===== config.mk =====
export PLATFORM = sky130hd
export DESIGN_NAME = param_control_unit
export DESIGN_NICKNAME = d
export VERILOG_FILES = /design/src/rtl/param_control_unit.sv
export SDC_FILE = /design/constraint.sdc
export NUM_CORES = 1
export LEC_CHECK = 0
export ABC_AREA = 1
export CAP_MARGIN = 20
export CORE_MARGIN = 2
export CORE_UTILIZATION = 46
export DETAILED_ROUTE_END_ITERATION = 16
export HOLD_SLACK_MARGIN = 0.06
export PLACE_DENSITY = 0.86
export SLEW_MARGIN = 20
export SYNTH_ARGS = -nofsm -noshare
export SYNTH_HDL_FRONTEND = slang
export SYNTH_SLANG_ARGS = --single-unit

===== constraint.sdc =====
create_clock -name clk -period 3.05 [get_ports clk]
set_input_delay 0.7625 -clock clk [delete_from_list [all_inputs] [get_ports clk]]
set_output_delay 0.7625 -clock clk [all_outputs]
set_load 0.005 [all_outputs]

===== src/rtl/param_control_unit.sv =====
`default_nettype none
// ============================================================================
//  Module      : param_control_unit
//  Description : Multi-cycle control FSM for a small register-file CPU.
//                Decodes the IR contents and sequences fetch, decode and
//                one- or two-step execute phases, emitting datapath strobes,
//                bus selects and memory requests. All outputs are decoded
//                combinationally from the state, the instruction and the
//                inputs.
//  Revision    : 1.0 - initial release
// ============================================================================
module param_control_unit #(
  parameter int NUM_REGS = 4
) (
  input  logic                                   clk,
  input  logic                                   rst,
  input  logic [4+2*$clog2(NUM_REGS)-1:0]        instruction,
  input  logic                                   zflag,
  input  logic                                   oflag,
  input  logic                                   mem_ready,
  input  logic                                   halt,
  output logic [NUM_REGS-1:0]                    load_reg,
  output logic                                   load_ir,
  output logic                                   load_pc,
  output logic                                   inc_pc,
  output logic                                   load_add_reg,
  output logic                                   load_reg_y,
  output logic                                   load_flags,
  output logic                                   mem_read,
  output logic                                   mem_write,
  output logic [$clog2(NUM_REGS):0]              sel_bus_1,
  output logic [1:0]                             sel_bus_2,
  output logic                                   halted,
  output logic                                   instr_done
);

  localparam int RSEL_W  = $clog2(NUM_REGS);
  localparam int INSTR_W = 4 + 2 * RSEL_W;

  // FSM state encoding
  localparam logic [2:0] ST_FETCH1 = 3'd0;
  localparam logic [2:0] ST_FETCH2 = 3'd1;
  localparam logic [2:0] ST_DECODE = 3'd2;
  localparam logic [2:0] ST_EXEC1  = 3'd3;
  localparam logic [2:0] ST_EXEC2  = 3'd4;

  // Opcodes; 0..5 form the ALU group
  localparam logic [3:0] OP_ADD    = 4'd0;
  localparam logic [3:0] OP_NOT    = 4'd3;
  localparam logic [3:0] OP_OR     = 4'd5;
  localparam logic [3:0] OP_NOP    = 4'd6;
  localparam logic [3:0] OP_REGD   = 4'd7;
  localparam logic [3:0] OP_REGI   = 4'd8;
  localparam logic [3:0] OP_READ   = 4'd9;
  localparam logic [3:0] OP_READI  = 4'd10;
  localparam logic [3:0] OP_WRITE  = 4'd11;
  localparam logic [3:0] OP_WRITEI = 4'd12;
  localparam logic [3:0] OP_JMP    = 4'd13;
  localparam logic [3:0] OP_JIZ    = 4'd14;
  localparam logic [3:0] OP_JIO    = 4'd15;

  // Bus-1 select values: registers are 0..NUM_REGS-1, the PC sits just above
  localparam logic [RSEL_W:0] SEL_PC = (RSEL_W+1)'(NUM_REGS);

  // Bus-2 select values
  localparam logic [1:0] SEL2_ALU  = 2'd0;
  localparam logic [1:0] SEL2_BUS1 = 2'd1;
  localparam logic [1:0] SEL2_MEM  = 2'd2;

  logic [2:0]          state_q;
  logic [2:0]          state_d;

  logic [3:0]          w_opcode;
  logic [RSEL_W-1:0]   w_dst;
  logic [RSEL_W-1:0]   w_src;
  logic [RSEL_W:0]     w_sel_dst;
  logic [RSEL_W:0]     w_sel_src;
  logic [NUM_REGS-1:0] w_dst_hot;
  logic                w_is_alu;
  logic                w_jmp_taken;

  // Instruction field split: {opcode, dst, src}
  assign w_opcode  = instruction[INSTR_W-1 -: 4];
  assign w_dst     = instruction[2*RSEL_W-1 -: RSEL_W];
  assign w_src     = instruction[RSEL_W-1:0];
  assign w_sel_dst = {1'b0, w_dst};
  assign w_sel_src = {1'b0, w_src};
  assign w_is_alu  = (w_opcode <= OP_OR);

  // Flags are looked at combinationally, so they are sampled in the very
  // cycle the jump-target read completes.
  assign w_jmp_taken = (w_opcode == OP_JMP) ||
                       ((w_opcode == OP_JIZ) && zflag) ||
                       ((w_opcode == OP_JIO) && oflag);

  // One-hot decode of the destination register field
  for (genvar i = 0; i < NUM_REGS; i++) begin : g_dst_dec
    assign w_dst_hot[i] = (w_dst == RSEL_W'(i));
  end

  // Next-state and output decode
  always_comb begin
    state_d      = state_q;
    load_reg     = '0;
    load_ir      = 1'b0;
    load_pc      = 1'b0;
    inc_pc       = 1'b0;
    load_add_reg = 1'b0;
    load_reg_y   = 1'b0;
    load_flags   = 1'b0;
    mem_read     = 1'b0;
    mem_write    = 1'b0;
    sel_bus_1    = '0;
    sel_bus_2    = SEL2_ALU;
    halted       = 1'b0;
    instr_done   = 1'b0;

    case (state_q)
      ST_FETCH1: begin
        // A pending halt parks the FSM here with every strobe quiet
        if (halt) begin
          halted = 1'b1;
        end else begin
          sel_bus_1    = SEL_PC;
          load_add_reg = 1'b1;
          state_d      = ST_FETCH2;
        end
      end

      ST_FETCH2: begin
        mem_read  = 1'b1;
        sel_bus_2 = SEL2_MEM;
        if (mem_ready) begin
          load_ir = 1'b1;
          inc_pc  = 1'b1;
          state_d = ST_DECODE;
        end
      end

      ST_DECODE: begin
        if (w_is_alu) begin
          // First operand (dst) goes into the ALU Y latch
          sel_bus_1  = w_sel_dst;
          load_reg_y = 1'b1;
          state_d    = ST_EXEC1;
        end else begin
          case (w_opcode)
            OP_NOP: begin
              instr_done = 1'b1;
              state_d    = ST_FETCH1;
            end
            OP_REGD: begin
              // Register-to-register move completes in decode
              sel_bus_1  = w_sel_src;
              sel_bus_2  = SEL2_BUS1;
              load_reg   = w_dst_hot;
              instr_done = 1'b1;
              state_d    = ST_FETCH1;
            end
            OP_READ: begin
              sel_bus_1    = w_sel_src;
              load_add_reg = 1'b1;
              state_d      = ST_EXEC1;
            end
            OP_WRITE: begin
              sel_bus_1    = w_sel_dst;
              load_add_reg = 1'b1;
              state_d      = ST_EXEC1;
            end
            default: begin
              // REGI/READI/WRITEI/jumps: the operand word follows the
              // instruction, so address memory with the PC
              sel_bus_1    = SEL_PC;
              load_add_reg = 1'b1;
              state_d      = ST_EXEC1;
            end
          endcase
        end
      end

      ST_EXEC1: begin
        if (w_is_alu) begin
          // NOT is unary and operates on dst; the rest take src as operand B
          sel_bus_1  = (w_opcode == OP_NOT) ? w_sel_dst : w_sel_src;
          sel_bus_2  = SEL2_ALU;
          load_reg   = w_dst_hot;
          load_flags = 1'b1;
          instr_done = 1'b1;
          state_d    = ST_FETCH1;
        end else begin
          case (w_opcode)
            OP_REGI, OP_READ: begin
              mem_read  = 1'b1;
              sel_bus_2 = SEL2_MEM;
              if (mem_ready) begin
                load_reg   = w_dst_hot;
                inc_pc     = (w_opcode == OP_REGI);
                instr_done = 1'b1;
                state_d    = ST_FETCH1;
              end
            end
            OP_WRITE: begin
              sel_bus_1 = w_sel_src;
              sel_bus_2 = SEL2_BUS1;
              mem_write = 1'b1;
              if (mem_ready) begin
                instr_done = 1'b1;
                state_d    = ST_FETCH1;
              end
            end
            OP_READI, OP_WRITEI: begin
              // Fetch the pointer word into the address register
              mem_read  = 1'b1;
              sel_bus_2 = SEL2_MEM;
              if (mem_ready) begin
                load_add_reg = 1'b1;
                inc_pc       = 1'b1;
                state_d      = ST_EXEC2;
              end
            end
            OP_JMP, OP_JIZ, OP_JIO: begin
              mem_read  = 1'b1;
              sel_bus_2 = SEL2_MEM;
              if (mem_ready) begin
                load_pc    = w_jmp_taken;
                inc_pc     = !w_jmp_taken;
                instr_done = 1'b1;
                state_d    = ST_FETCH1;
              end
            end
            default: begin
              // NOP/REGD never reach execute; recover to fetch
              state_d = ST_FETCH1;
            end
          endcase
        end
      end

      ST_EXEC2: begin
        if (w_opcode == OP_READI) begin
          mem_read  = 1'b1;
          sel_bus_2 = SEL2_MEM;
          if (mem_ready) begin
            load_reg   = w_dst_hot;
            instr_done = 1'b1;
            state_d    = ST_FETCH1;
          end
        end else if (w_opcode == OP_WRITEI) begin
          sel_bus_1 = w_sel_src;
          sel_bus_2 = SEL2_BUS1;
          mem_write = 1'b1;
          if (mem_ready) begin
            instr_done = 1'b1;
            state_d    = ST_FETCH1;
          end
        end else begin
          state_d = ST_FETCH1;
        end
      end

      default: begin
        state_d = ST_FETCH1;
      end
    endcase

    // Reset silences every strobe and memory request immediately,
    // without waiting for the clock edge
    if (rst) begin
      load_reg     = '0;
      load_ir      = 1'b0;
      load_pc      = 1'b0;
      inc_pc       = 1'b0;
      load_add_reg = 1'b0;
      load_reg_y   = 1'b0;
      load_flags   = 1'b0;
      mem_read     = 1'b0;
      mem_write    = 1'b0;
      instr_done   = 1'b0;
    end
  end

  // State register; reset returns to FETCH1 from anywhere, even mid-wait
  always_ff @(posedge clk) begin
    if (rst) begin
      state_q <= ST_FETCH1;
    end else begin
      state_q <= state_d;
    end
  end

endmodule
`default_nettype wire


==> metrics.cfg <==
[yosys]
syn_nets=170
yosys_warnings=0
ys_seq_area_frac=0.0766
syn_area_per_cell_um2=5.03
netlist_instances=156
synth_seq_cells=3
synth_cell_types=24
syn_area_um2=785

[grt]
gr-usage-met2=0.471
overflow=0
grt_pass1_wl_um=4510
antenna_found_initial=0
grt.total_usage=0.295
grt_max_degree=13
use_met3=0.0320
gr-usage-met1=0.400
top_usage_layer=met2
first_global_vias=1053

[final_layout]
largest_register=state_q
drive_gt1_frac=0.284
final_cell_mix=38 x nand2_1, 22 x inv_1, 22 x buf_4
final-seq-area_um2=60.1
final_common_cell=nand2_1
antennaDiodeCount=0
area_delta_synth_final_pct=70.2
finalCoreUtilization=0.856
largest_reg_flops=3
reg.largest.list=state_q (3)
instances_no_fill=227
design_area_um2=1340
num-nets-final=226
fill_cells=97
multi_input_area_um2=627

[route]
drt_pass1_iterations=6
routed_wirelength_um=3040
route.vias.total=1252
vias_per_cell=5.52
antenna_left=0
routedWlPerCell_um=13.4
drc_errors=0
first_iter_violations=68

[worst_setup_path]
startpoint_type=input pin
path_max_fanout=9
worst_path_max_delay_cell=clkdlybuf4s50_1
crit_required_ns=2.29
crit_arrival_ns=2.19
cp_common_cell=clkdlybuf4s50_1
worstSetupPathType=input pin to primary output
critPathTopFamily=buffers and inverters
slowest_delay_ns=0.50
crit_chain=clkdlybuf4s50_1 > buf_6 > buf_4 > nand4_1 > nor2_1 > clkdlybuf4s50_1
worst-path-buf-inv=4
crit_path_end_kind=primary output

[cts]
clkTransAtPathRegs_ns=0.04
cts.sinks=3
cts_tree=built
clockRootBuffer=clkbuf_4
cts_buffer_depth=2
htree_levels=1
numCtsBuffers=3
clkLatencyLatePin_ns=0.23
cts_hold_buffers=0

[placed_design]
io_buffer_count=32
place_area_um2=1240
gp_congestion=0.946
dp_cells=220
dp_hpwl_um=2160

[sta]
skew_ns=0.000985
finalMaxSlewViolations=0
max_freq_mhz=339
setup_viol=0
hold_viol_final=0
finalCriticalPeriod_ns=2.95
slew_headroom=0.785
tns_ns=0
finalCritPeriodShare=0.967
worst-slew-pin-transition_ns=0.321
hold_slack_ns=0.728
rsz0062_at_grt=no

[die]
die-area_um2=2050
initial_core_util=0.503
num_rows=14
die_w_um=45.3
ioPinCount=33
die_h_um=45.3
core_area_um2=1560

[hold_path]
hold_class=flop to flop

[power]
p_leak_uw=0.000796
pwr_density_cell_nw_per_um2=243
irDropWorstVdd_mv=0.229

[run]
timing.max_cap.violations=0

[outcome]
outcome=finished, final reports clean

tightest hold or removal path: cells and delay by family, from the launching register on:
kind	cells	cell delay, ns
AO/OA/AOI/OAI	1	0.05
buffers and inverters	1	0.08
flip-flops	1	0.33
AND/OR/NAND/NOR	4	0.22
synthesized netlist by cell type, drive strengths merged:
cell,count,area share
buf,2,0.029
a21oi,10,0.073
nor2,25,0.13
clkbuf,2,0.014
nand3,24,0.18
nand2,46,0.24
nor3,3,0.019
a31oi,1,0.0080
o21bai,1,0.0096
o211ai,1,0.0096
nand3b,2,0.019
nand4,1,0.0080
o21ai,7,0.049
inv,28,0.13
dfxtp,3,0.077
where the power goes:
part           switching (uW)  leakage, uW  internal (uW)
clock network            20.3    0.0000150           49.0
logic                     111     0.000757           93.7
registers                5.58    0.0000245           44.6
total                     137     0.000796            187
cell type report:
type                            count  share of cell area
Inverter                           28              0.0806
Clock buffer                        4              0.0197
Sequential cell                     3              0.0450
Multi-Input combinational cell    121               0.470
Timing Repair Buffer               55               0.370
Tap cell                           16              0.0150
final timing paths:
kind | cells after the start | slack [ns] | end | start
worst max register to register | 8 | 1.52 | state_q[0]$_SDFFE_PP0P_ | state_q[2]$_SDFFE_PP0P_
worst max-delay path | 6 | 0.10 | load_pc | mem_ready
worst min register to register | 6 | 0.73 | state_q[1]$_SDFFE_PP0P_ | state_q[0]$_SDFFE_PP0P_
worst min-delay path | 6 | 0.73 | state_q[1]$_SDFFE_PP0P_ | state_q[0]$_SDFFE_PP0P_
per-stage QoR:
| stage | total power, uW | setup WS (ns) |
|---|---|---|
| detailed placement | 239 | -0.322 |
| global placement | 235 | -0.296 |
| floorplan | 152 | 0.732 |
| CTS | 315 | 0.00435 |
| global route | 346 | 0.00387 |
| finish | 324 | 0.101 |
routing by layer:
layer / routed length (um) / vias to the layer above
met2: 1380 / 92
met1: 1290 / 540
met3: 281 / 14
met4: 89 / 0
li1: - / 606
met5: 0 / -
kinds of logic after synthesis:
kind of cell,after synthesis,share of synthesized area
flops,3,0.0766
simple gates,101,0.596
buf+inv,32,0.177
compound gates,20,0.150
what timing repair did:
item / in CTS / in global routing
gates resized for setup: 20 / 21
gates cloned: 0 / 0
buffers inserted: 0 / 3
pin swaps: 0 / 1
setup endpoints to repair: 17 / 10
(Power assumes the default switching activity.)
